$ cat config.mk
export PLATFORM = sky130hd
export DESIGN_NAME = eth_rx
export DESIGN_NICKNAME = d
export VERILOG_FILES = /design/src/rtl/eth_rx.sv
export SDC_FILE = /design/constraint.sdc
export NUM_CORES = 1
export LEC_CHECK = 0
export CORE_MARGIN = 5
export CORE_UTILIZATION = 30
export CTS_CLUSTER_SIZE = 24
export DETAILED_ROUTE_END_ITERATION = 12
export SETUP_SLACK_MARGIN = 0.4
export SYNTH_ARGS = -nofsm -noshare
export SYNTH_HDL_FRONTEND = slang
export SYNTH_SLANG_ARGS = --single-unit
export TNS_END_PERCENT = 100
$ cat constraint.sdc
create_clock -name Clk -period 4.8 [get_ports Clk]
set_input_delay 0.96 -clock Clk [delete_from_list [all_inputs] [get_ports Clk]]
set_output_delay 0.96 -clock Clk [all_outputs]
set_load 0.005 [all_outputs]
$ cat src/rtl/eth_rx.sv
// RMII receive MAC front end: preamble/SFD hunt, dibit-to-byte assembly,
// CRC-32 residue check and frame length/alignment qualification.
module eth_rx #(
  parameter int pMIN_BYTES = 64,
  parameter int pMAX_BYTES = 1518
) (
  input  logic        Clk,
  input  logic        Rst,
  input  logic [1:0]  Rxd,
  input  logic        Crs_Dv,
  output logic [7:0]  Rx_Byte,
  output logic        Rx_Byte_Valid,
  output logic        Rx_Sof,
  output logic        Rx_Eof,
  output logic [10:0] Rx_Len,
  output logic        Rx_Crc_Ok,
  output logic        Rx_Err,
  output logic        Rx_Busy
);

  localparam logic [10:0] MinLen  = 11'(pMIN_BYTES);
  localparam logic [10:0] MaxLen  = 11'(pMAX_BYTES);
  localparam logic [31:0] CrcPoly = 32'hEDB88320;
  localparam logic [31:0] CrcRes  = 32'hDEBB20E3;

  typedef enum logic [1:0] {IDLE, PREAMBLE, DATA, DROP} state_t;

  state_t      state, stateNxt;
  logic [7:0]  shiftReg;
  logic [1:0]  dibitCnt;
  logic [10:0] byteCnt;
  logic [31:0] crc;
  logic        fromData;   // DROP was entered from DATA on overflow

  logic [7:0]  newByte;
  logic        byteDone;
  logic        overflow;
  logic [10:0] byteCntInc;
  logic [31:0] crcNxt;
  logic        frameGood;

  // Reflected CRC-32, one byte per call, LSB first.
  function automatic logic [31:0] crcByte(input logic [31:0] c, input logic [7:0] d);
    logic [31:0] r;
    r = c ^ {24'h0, d};
    for (int i = 0; i < 8; i++)
      r = r[0] ? ((r >> 1) ^ CrcPoly) : (r >> 1);
    return r;
  endfunction

  // Byte assembly and qualification terms derived from the current sample.
  always_comb begin
    newByte    = {Rxd, shiftReg[7:2]};
    byteDone   = (state == DATA) && Crs_Dv && (dibitCnt == 2'd3);
    overflow   = byteDone && (byteCnt == MaxLen);
    byteCntInc = (byteCnt == 11'h7FF) ? byteCnt : byteCnt + 11'd1;
    crcNxt     = crcByte(crc, newByte);
    frameGood  = (crc == CrcRes) && (byteCnt >= MinLen) && (byteCnt <= MaxLen) &&
                 (dibitCnt == 2'd0);
  end

  // State register.
  always_ff @(posedge Clk) begin
    if (Rst) state <= IDLE;
    else     state <= stateNxt;
  end

  // Next-state logic.
  always_comb begin
    stateNxt = state;
    case (state)
      IDLE:
        if (Crs_Dv) stateNxt = (Rxd == 2'b01) ? PREAMBLE : DROP;
      PREAMBLE:
        if (!Crs_Dv)            stateNxt = IDLE;
        else if (Rxd == 2'b11)  stateNxt = DATA;
        else if (Rxd != 2'b01)  stateNxt = DROP;
      DATA:
        if (!Crs_Dv)            stateNxt = IDLE;
        else if (overflow)      stateNxt = DROP;
      DROP:
        if (!Crs_Dv)            stateNxt = IDLE;
      default:                  stateNxt = IDLE;
    endcase
  end

  assign Rx_Busy = (state != IDLE);

  // Datapath: shift register, counters, CRC and registered output strobes.
  always_ff @(posedge Clk) begin
    if (Rst) begin
      shiftReg      <= '0;
      dibitCnt      <= '0;
      byteCnt       <= '0;
      crc           <= 32'hFFFFFFFF;
      fromData      <= 1'b0;
      Rx_Byte       <= '0;
      Rx_Byte_Valid <= 1'b0;
      Rx_Sof        <= 1'b0;
      Rx_Eof        <= 1'b0;
      Rx_Len        <= '0;
      Rx_Crc_Ok     <= 1'b0;
      Rx_Err        <= 1'b0;
    end else begin
      Rx_Byte_Valid <= 1'b0;
      Rx_Sof        <= 1'b0;
      Rx_Eof        <= 1'b0;
      Rx_Crc_Ok     <= 1'b0;
      Rx_Err        <= 1'b0;
      case (state)
        PREAMBLE: begin
          if (Crs_Dv && (Rxd == 2'b11)) begin
            dibitCnt <= '0;
            byteCnt  <= '0;
            crc      <= 32'hFFFFFFFF;
            fromData <= 1'b0;
          end
        end
        DATA: begin
          if (!Crs_Dv) begin
            Rx_Eof    <= 1'b1;
            Rx_Len    <= byteCnt;
            Rx_Crc_Ok <= frameGood;
            Rx_Err    <= !frameGood;
          end else begin
            shiftReg <= newByte;
            dibitCnt <= dibitCnt + 2'd1;
            if (byteDone) begin
              byteCnt <= byteCntInc;
              if (overflow) begin
                fromData <= 1'b1;
              end else begin
                Rx_Byte       <= newByte;
                Rx_Byte_Valid <= 1'b1;
                Rx_Sof        <= (byteCnt == 11'd0);
                crc           <= crcNxt;
              end
            end
          end
        end
        DROP: begin
          // Only an overflowed frame reports its end; junk carrier is silent.
          if (!Crs_Dv) begin
            fromData <= 1'b0;
            if (fromData) begin
              Rx_Eof <= 1'b1;
              Rx_Len <= byteCnt;
              Rx_Err <= 1'b1;
            end
          end
        end
        default: ;
      endcase
    end
  end

endmodule
==> results of run 1 <==
cell usage after synthesis (2+ instances only):
| cell | n |
|---|---|
| a2bb2oi_1 | 18 |
| o211ai_1 | 2 |
| and2_1 | 2 |
| a211o_1 | 7 |
| xnor2_2 | 6 |
| nor2b_1 | 2 |
| buf_6 | 4 |
| buf_2 | 6 |
| or4b_2 | 2 |
| nand4b_1 | 5 |
| nand2b_1 | 5 |
| nand2_1 | 7 |
| xor2_1 | 28 |
| clkbuf_1 | 10 |
| nand4_1 | 8 |
| dfxtp_1 | 78 |
| xnor2_1 | 41 |
| buf_1 | 2 |
| or3_1 | 2 |
| ha_1 | 4 |
| and3_1 | 2 |
| nand3b_1 | 2 |
| nor4_1 | 3 |
| o21ai_0 | 3 |
| inv_1 | 7 |
| nor3_1 | 11 |
| nor2_1 | 50 |
| o21bai_1 | 7 |
| a41oi_1 | 3 |
| a21oi_1 | 12 |
| a211oi_1 | 2 |
| mux2i_1 | 24 |
| nand3_1 | 2 |
cell type report:
class | count | area (sq um)
Timing Repair Buffer | 32 | 308
Inverter | 7 | 26.3
Clock buffer | 10 | 239
Multi-Input combinational cell | 282 | 2100
Sequential cell | 78 | 1560
Tap cell | 172 | 215
Clock inverter | 5 | 83.8
Fill cell | 1274 | 8030
worst paths after layout:
kind / startpoint / endpoint / slack [ps]
max: Crs_Dv / Rx_Sof / 1360
min: fromData / fromData / 490
max reg2reg: byteCnt[1] / crc[23] / 2070
min reg2reg: fromData / fromData / 490
cells by family (layout without fill, tap and decap cells):
group                    count (synthesis)  after routing  synth area share (%)
AO/OA/AOI/OAI                           65             65                  12.9
XOR/XNOR                                76             76                  18.8
adder cells (fa/ha/maj)                  4              4                  1.31
buffers and inverters                   31             54                  4.35
flip-flops                              78             78                  40.8
multiplexers                            24             24                  6.28
AND/OR/NAND/NOR                        113            113                  15.6
per-layer routing:
layer	GRT usage, %	share of wire (%)	up-vias
met5	0	0	-
met4	4.48	1.7	0
met3	2.70	3.8	13
met2	17.7	43	62
met1	17.3	51	1362
li1	-	-	1402
report_power, final:
group	switching [mW]	total (mW)	internal, mW
clock network	0.264	0.731	0.467
registers	0.00501	0.656	0.651
logic	0.0575	0.103	0.0457
total	0.326	1.49	1.16
metrics by stage:
stage | instance area, sq um | setup slack [ps] | power, mW
finish | 4540 | 1360 | 1.49
CTS | 4540 | 1350 | 1.51
global placement | 4210 | 1130 | 0.772
floorplan | 3820 | 2320 | 0.753
global route | 4540 | 1140 | 1.55
detailed placement | 4210 | 1010 | 0.774
flip-flops by register name, indices dropped and copies added (netlist names):
| register | count |
|---|---|
| Rx_Crc_Ok | 1 |
| dibitCnt | 2 |
| Rx_Err | 1 |
| Rx_Eof | 1 |
| Rx_Sof | 1 |
| Rx_Len | 11 |
| crc | 32 |
| Rx_Byte | 8 |
| byteCnt | 11 |
| fromData | 1 |
| state | 2 |
| Rx_Byte_Valid | 1 |
| shiftReg | 6 |
worst min-delay path, stage by stage, from the launching register on:
cell	delay (ps)
dfxtp_1	290
inv_1	60
a221oi_1	70
==> impl_metrics.csv, run 1 <==
group,metric,value,unit
status,status,"finished clean",
critical_path,r2r_cells,5,
critical_path,crit_chain,"clkdlybuf4s50_1 -> a21boi_0 -> nand2_2 -> nor3_2 -> and4_1",
timing,layout_min_cycle_time,3440,ps
synthesis,synth-async-reset-ratio,0,%
routing,routed_wl,8.73,mm
clocking,clk_latency,330,ps
critical_path,worst-path-stages,5,
synthesis,avgSynthCellArea,9.78,sq um
synthesis,yosysWarnings,0,
routing,wl_per_cell,14.9,um
timing,skew,10.0,ps
synthesis,synth_area,3820,sq um
placed_design,gp_congestion,0.871,
global_route,grt_overflow,0,
critical_path,cp_max_fo,21,
synthesis,ys_seq_area_share,40.8,%
critical_path,max_stage_delay,980,ps
clocking,ctsHoldBuffers,0,
die,coreArea,12600,sq um
critical_path,worstPathRequired,5070,ps
cells_and_area,stdcell_count,586,
global_route,grt_pass1_wl,14.4,mm
clocking,post_cts_buffers,0,
hold_path,whs_path_depth,2,
synthesis,synth_fp_nets,400,
die,io_pins,30,
synthesis,synth.distinct_cells,57,
synthesis,ys_ff_latch,78,
die,dieArea,15100,sq um
placed_design,dp.cells,571,
critical_path,crit_path_end_kind,"register",
synthesis,synth.top_cell.area_share,40.8,%
clocking,max-clock-path-buffers,2,
timing,fmax,0.291,GHz
cells_and_area,final_layout_size_suffix_gt1_share,8.21,%
cells_and_area,antenna_cells,0,
synthesis,synth_ff_type,"dfxtp_1",
timing,finalSetupViolations,0,
clocking,cts.sinks,78,
timing,rsz0062_at_grt,"no",
die,die_h,123,um
timing,fin_hold_ws,488,ps
cells_and_area,utilization,36.1,%
clocking,cts_tree,"built",
cells_and_area,syn_to_final_growth,18.6,%
timing,period_share,71.7,%
die,die_x,123,um
routing,drc,0,
cells_and_area,layout_commonest_cell,"dfxtp_1",
synthesis,synthCells,391,
clocking,clkTransAtPathRegs,60,ps
critical_path,slowest_stage,"nor3_2",
critical_path,crit_arrival,3710,ps
synthesis,yosys-top-cells-area,"dfxtp_1, xnor2_1, xor2_1",
placed_design,port_buffers,29,
critical_path,path_buf_inv,1,
die,initial_core_util,30.4,%
clocking,cts_htree_levels,3,
synthesis,synth_edf_count,0,
global_route,grt_pass1_vias,2790,
placed_design,hpwl,6.23,mm
critical_path,critPathTopFamily,"simple AND/OR/NAND/NOR gates",
routing,vias_per_cell,4.84,
synthesis,synth_top_area_cell,"dfxtp_1",
timing,worst_slew_pin_slew,1190,ps
clocking,cts_root_buffer,"clkbuf_16",
routing,drtIter0Drc,225,
clocking,cts_made_buffers,9,
power_and_ir_drop,irDropWorstVdd,0.168,mV
global_route,grt.total_usage,12.1,%
global_route,grt_max_degree,52,
clocking,cts_resized,0,
routing,vias,2839,
cells_and_area,final_cell_mix,"dfxtp_1, nor2_1, xnor2_1",
timing,fin_tns_setup,0,ps
critical_path,critPathKind,"input port to register",
hold_path,hold_path.class,"register to register",
timing,max_slew_margin,20.4,%
routing,drtPass1Iterations,5,
cells_and_area,nNetsFinal,419,
timing,drv_slew,0,
power_and_ir_drop,p_leak,1.69,nW
routing,ant_nets,0,
global_route,antenna_found_initial,0,
run,max-cap-violations,0,
die,row_count,41,
critical_path,startpoint_type,"input port",
timing,finalHoldViolCount,0,
power_and_ir_drop,power.density,329,nW/um^2
Note: power is estimated with default switching activity, not from simulation.
==> inputs of run 2 (changes only) <==
Clock period 4.8 ns to 3.2 ns, I/O delays scaled along.
==> impl_metrics.csv, run 2 (synthesized netlist as in run 1, its figures left out) <==
group,metric,value,unit
status,status,"finished clean",
critical_path,path_buf_inv,2,
critical_path,cp-startpoint,"Rxd[0]",
routing,wl_per_cell,15.2,um
clocking,clkTransAtPathRegs,60,ps
critical_path,crit_arrival,2830,ps
critical_path,startpoint_type,"input port",
clocking,max-clock-path-buffers,2,
cells_and_area,final_cell_mix,"dfxtp_1, nor2_1, xnor2_1",
routing,ant_nets,0,
routing,vias_per_cell,4.78,
power_and_ir_drop,design_power_total,2.23,mW
cells_and_area,multi_input_area,2100,sq um
hold_path,hold_path.class,"register to register",
critical_path,cp_max_fo,8,
placed_design,pre_cts_slack,326,ps
die,row_count,41,
placed_design,port_buffers,29,
critical_path,r2r_end,"crc[24]",
critical_path,crit_path_end_kind,"register",
cells_and_area,nNetsFinal,428,
power_and_ir_drop,power.density,484,nW/um^2
placed_design,place_area,4280,sq um
cells_and_area,largest_register,"crc",
die,coreArea,12600,sq um
clocking,cts_tree,"built",
routing,drtPass1Iterations,4,
routing,routed_wl,9.05,mm
timing,period_share,80.2,%
global_route,grt_max_degree,28,
die,dieArea,15100,sq um
critical_path,r2r_slack,810,ps
critical_path,slowest_stage,"clkdlybuf4s50_1",
critical_path,worstPathRequired,3470,ps
global_route,grt_pass1_wl,15.1,mm
cells_and_area,fillCellCount,1272,
clocking,ctsHoldBuffers,0,
clocking,clk_latency,340,ps
critical_path,max_stage_delay,610,ps
die,initial_core_util,30.4,%
hold_path,worstHoldStart,"fromData",
run,max-cap-violations,0,
critical_path,worst-path-stages,7,
cells_and_area,antenna_cells,0,
critical_path,worstSetupEndpoint,"byteCnt[3]",
timing,worst_slew_pin_slew,624,ps
critical_path,r2r-start,"byteCnt[4]",
cells_and_area,layout_commonest_cell,"dfxtp_1",
timing,rsz0062_at_grt,"no",
cells_and_area,regArea,1560,sq um
cells_and_area,syn_to_final_growth,20.2,%
clocking,cts_htree_levels,3,
timing,fin_hold_ws,480,ps
global_route,grt_overflow,0,
routing,drc,0,
timing,skew,7.00,ps
cells_and_area,final_layout_size_suffix_gt1_share,10.1,%
die,die_x,123,um
cells_and_area,top_regs,"crc (32), Rx_Len (11), byteCnt (11)",
power_and_ir_drop,p_leak,1.74,nW
critical_path,critPathTopFamily,"buffers and inverters",
clocking,cts_resized,0,
clocking,cts_made_buffers,9,
clocking,post_cts_buffers,0,
placed_design,hpwl,6.52,mm
timing,setup_slack,635,ps
die,io_pins,30,
global_route,grt.total_usage,12.9,%
power_and_ir_drop,irDropWorstVdd,0.252,mV
routing,drtIter0Drc,208,
cells_and_area,largest_reg_flops,32,
critical_path,crit_chain,"clkdlybuf4s50_1 -> nand4b_1 -> a21boi_0 -> buf_4 -> o31ai_1 -> or3_1 -> a21oi_1",
timing,layout_min_cycle_time,2570,ps
routing,vias,2849,
critical_path,critPathKind,"input port to register",
critical_path,r2r_cells,7,
timing,max_slew_margin,58.4,%
timing,finalHoldViolCount,0,
placed_design,gp_congestion,0.834,
cells_and_area,fin_area,4600,sq um
timing,fin_tns_setup,0,ps
global_route,grt_pass1_vias,2879,
die,die_h,123,um
global_route,antenna_found_initial,0,
timing,finalSetupViolations,0,
timing,fmax,0.390,GHz
clocking,cts.sinks,78,
timing,drv_slew,0,
clocking,cts_root_buffer,"clkbuf_16",
run 2: cell count changes in the layout (fill, tap and decap cells not counted):
cell	delta
clkbuf_8	-1
buf_4	+9
clkbuf_1	+1
clkinv_2	+2
clkinvlp_4	-1
run 2: power breakdown:
part           leakage [nW]  switching (mW)  internal, mW
Clock                 0.152           0.398         0.681
Combinational         0.953          0.0876        0.0732
Sequential            0.630         0.00792         0.977
run 2: how the worst min path moves through the flow:
stage | to | slack, ps | depth (start not counted)
after floorplan | fromData | 450 | 2
after global placement | fromData | 470 | 2
after detailed placement | fromData | 470 | 2
after CTS | fromData | 480 | 2
after global routing | fromData | 500 | 2
final | fromData | 480 | 2
run 2: metal layers:
layer  routed length [um]  share of wire, %  GRT usage [%]
met5                    0                 0              0
met4                  154               1.7           6.09
met3                  302               3.3           2.56
met2                 4120                46           19.4
met1                 4470                49           17.7
run 2: worst reg2reg max path: cells and delay by family, from the launching register on:
family / cells / cell delay (ps)
simple gates: 4 / 1300
flops: 1 / 380
compound gates: 1 / 150
buf+inv: 2 / 450
run 2: per-stage QoR:
| step | cells | util (%) |
|---|---|---|
| CTS | 596 | 36.6 |
| global placement | 580 | 34.1 |
| floorplan | 391 | - |
| global route | 596 | 36.6 |
| finish | 596 | 36.6 |
| detailed placement | 580 | 34.1 |
run 2: cell type report:
cell class | instances | share of cell area (%)
Clock buffer | 10 | 4.98
Inverter | 7 | 0.572
Clock inverter | 6 | 1.88
Sequential cell | 78 | 34.0
Timing Repair Buffer | 41 | 8.17
Tap cell | 172 | 4.68
Multi-Input combinational cell | 282 | 45.7
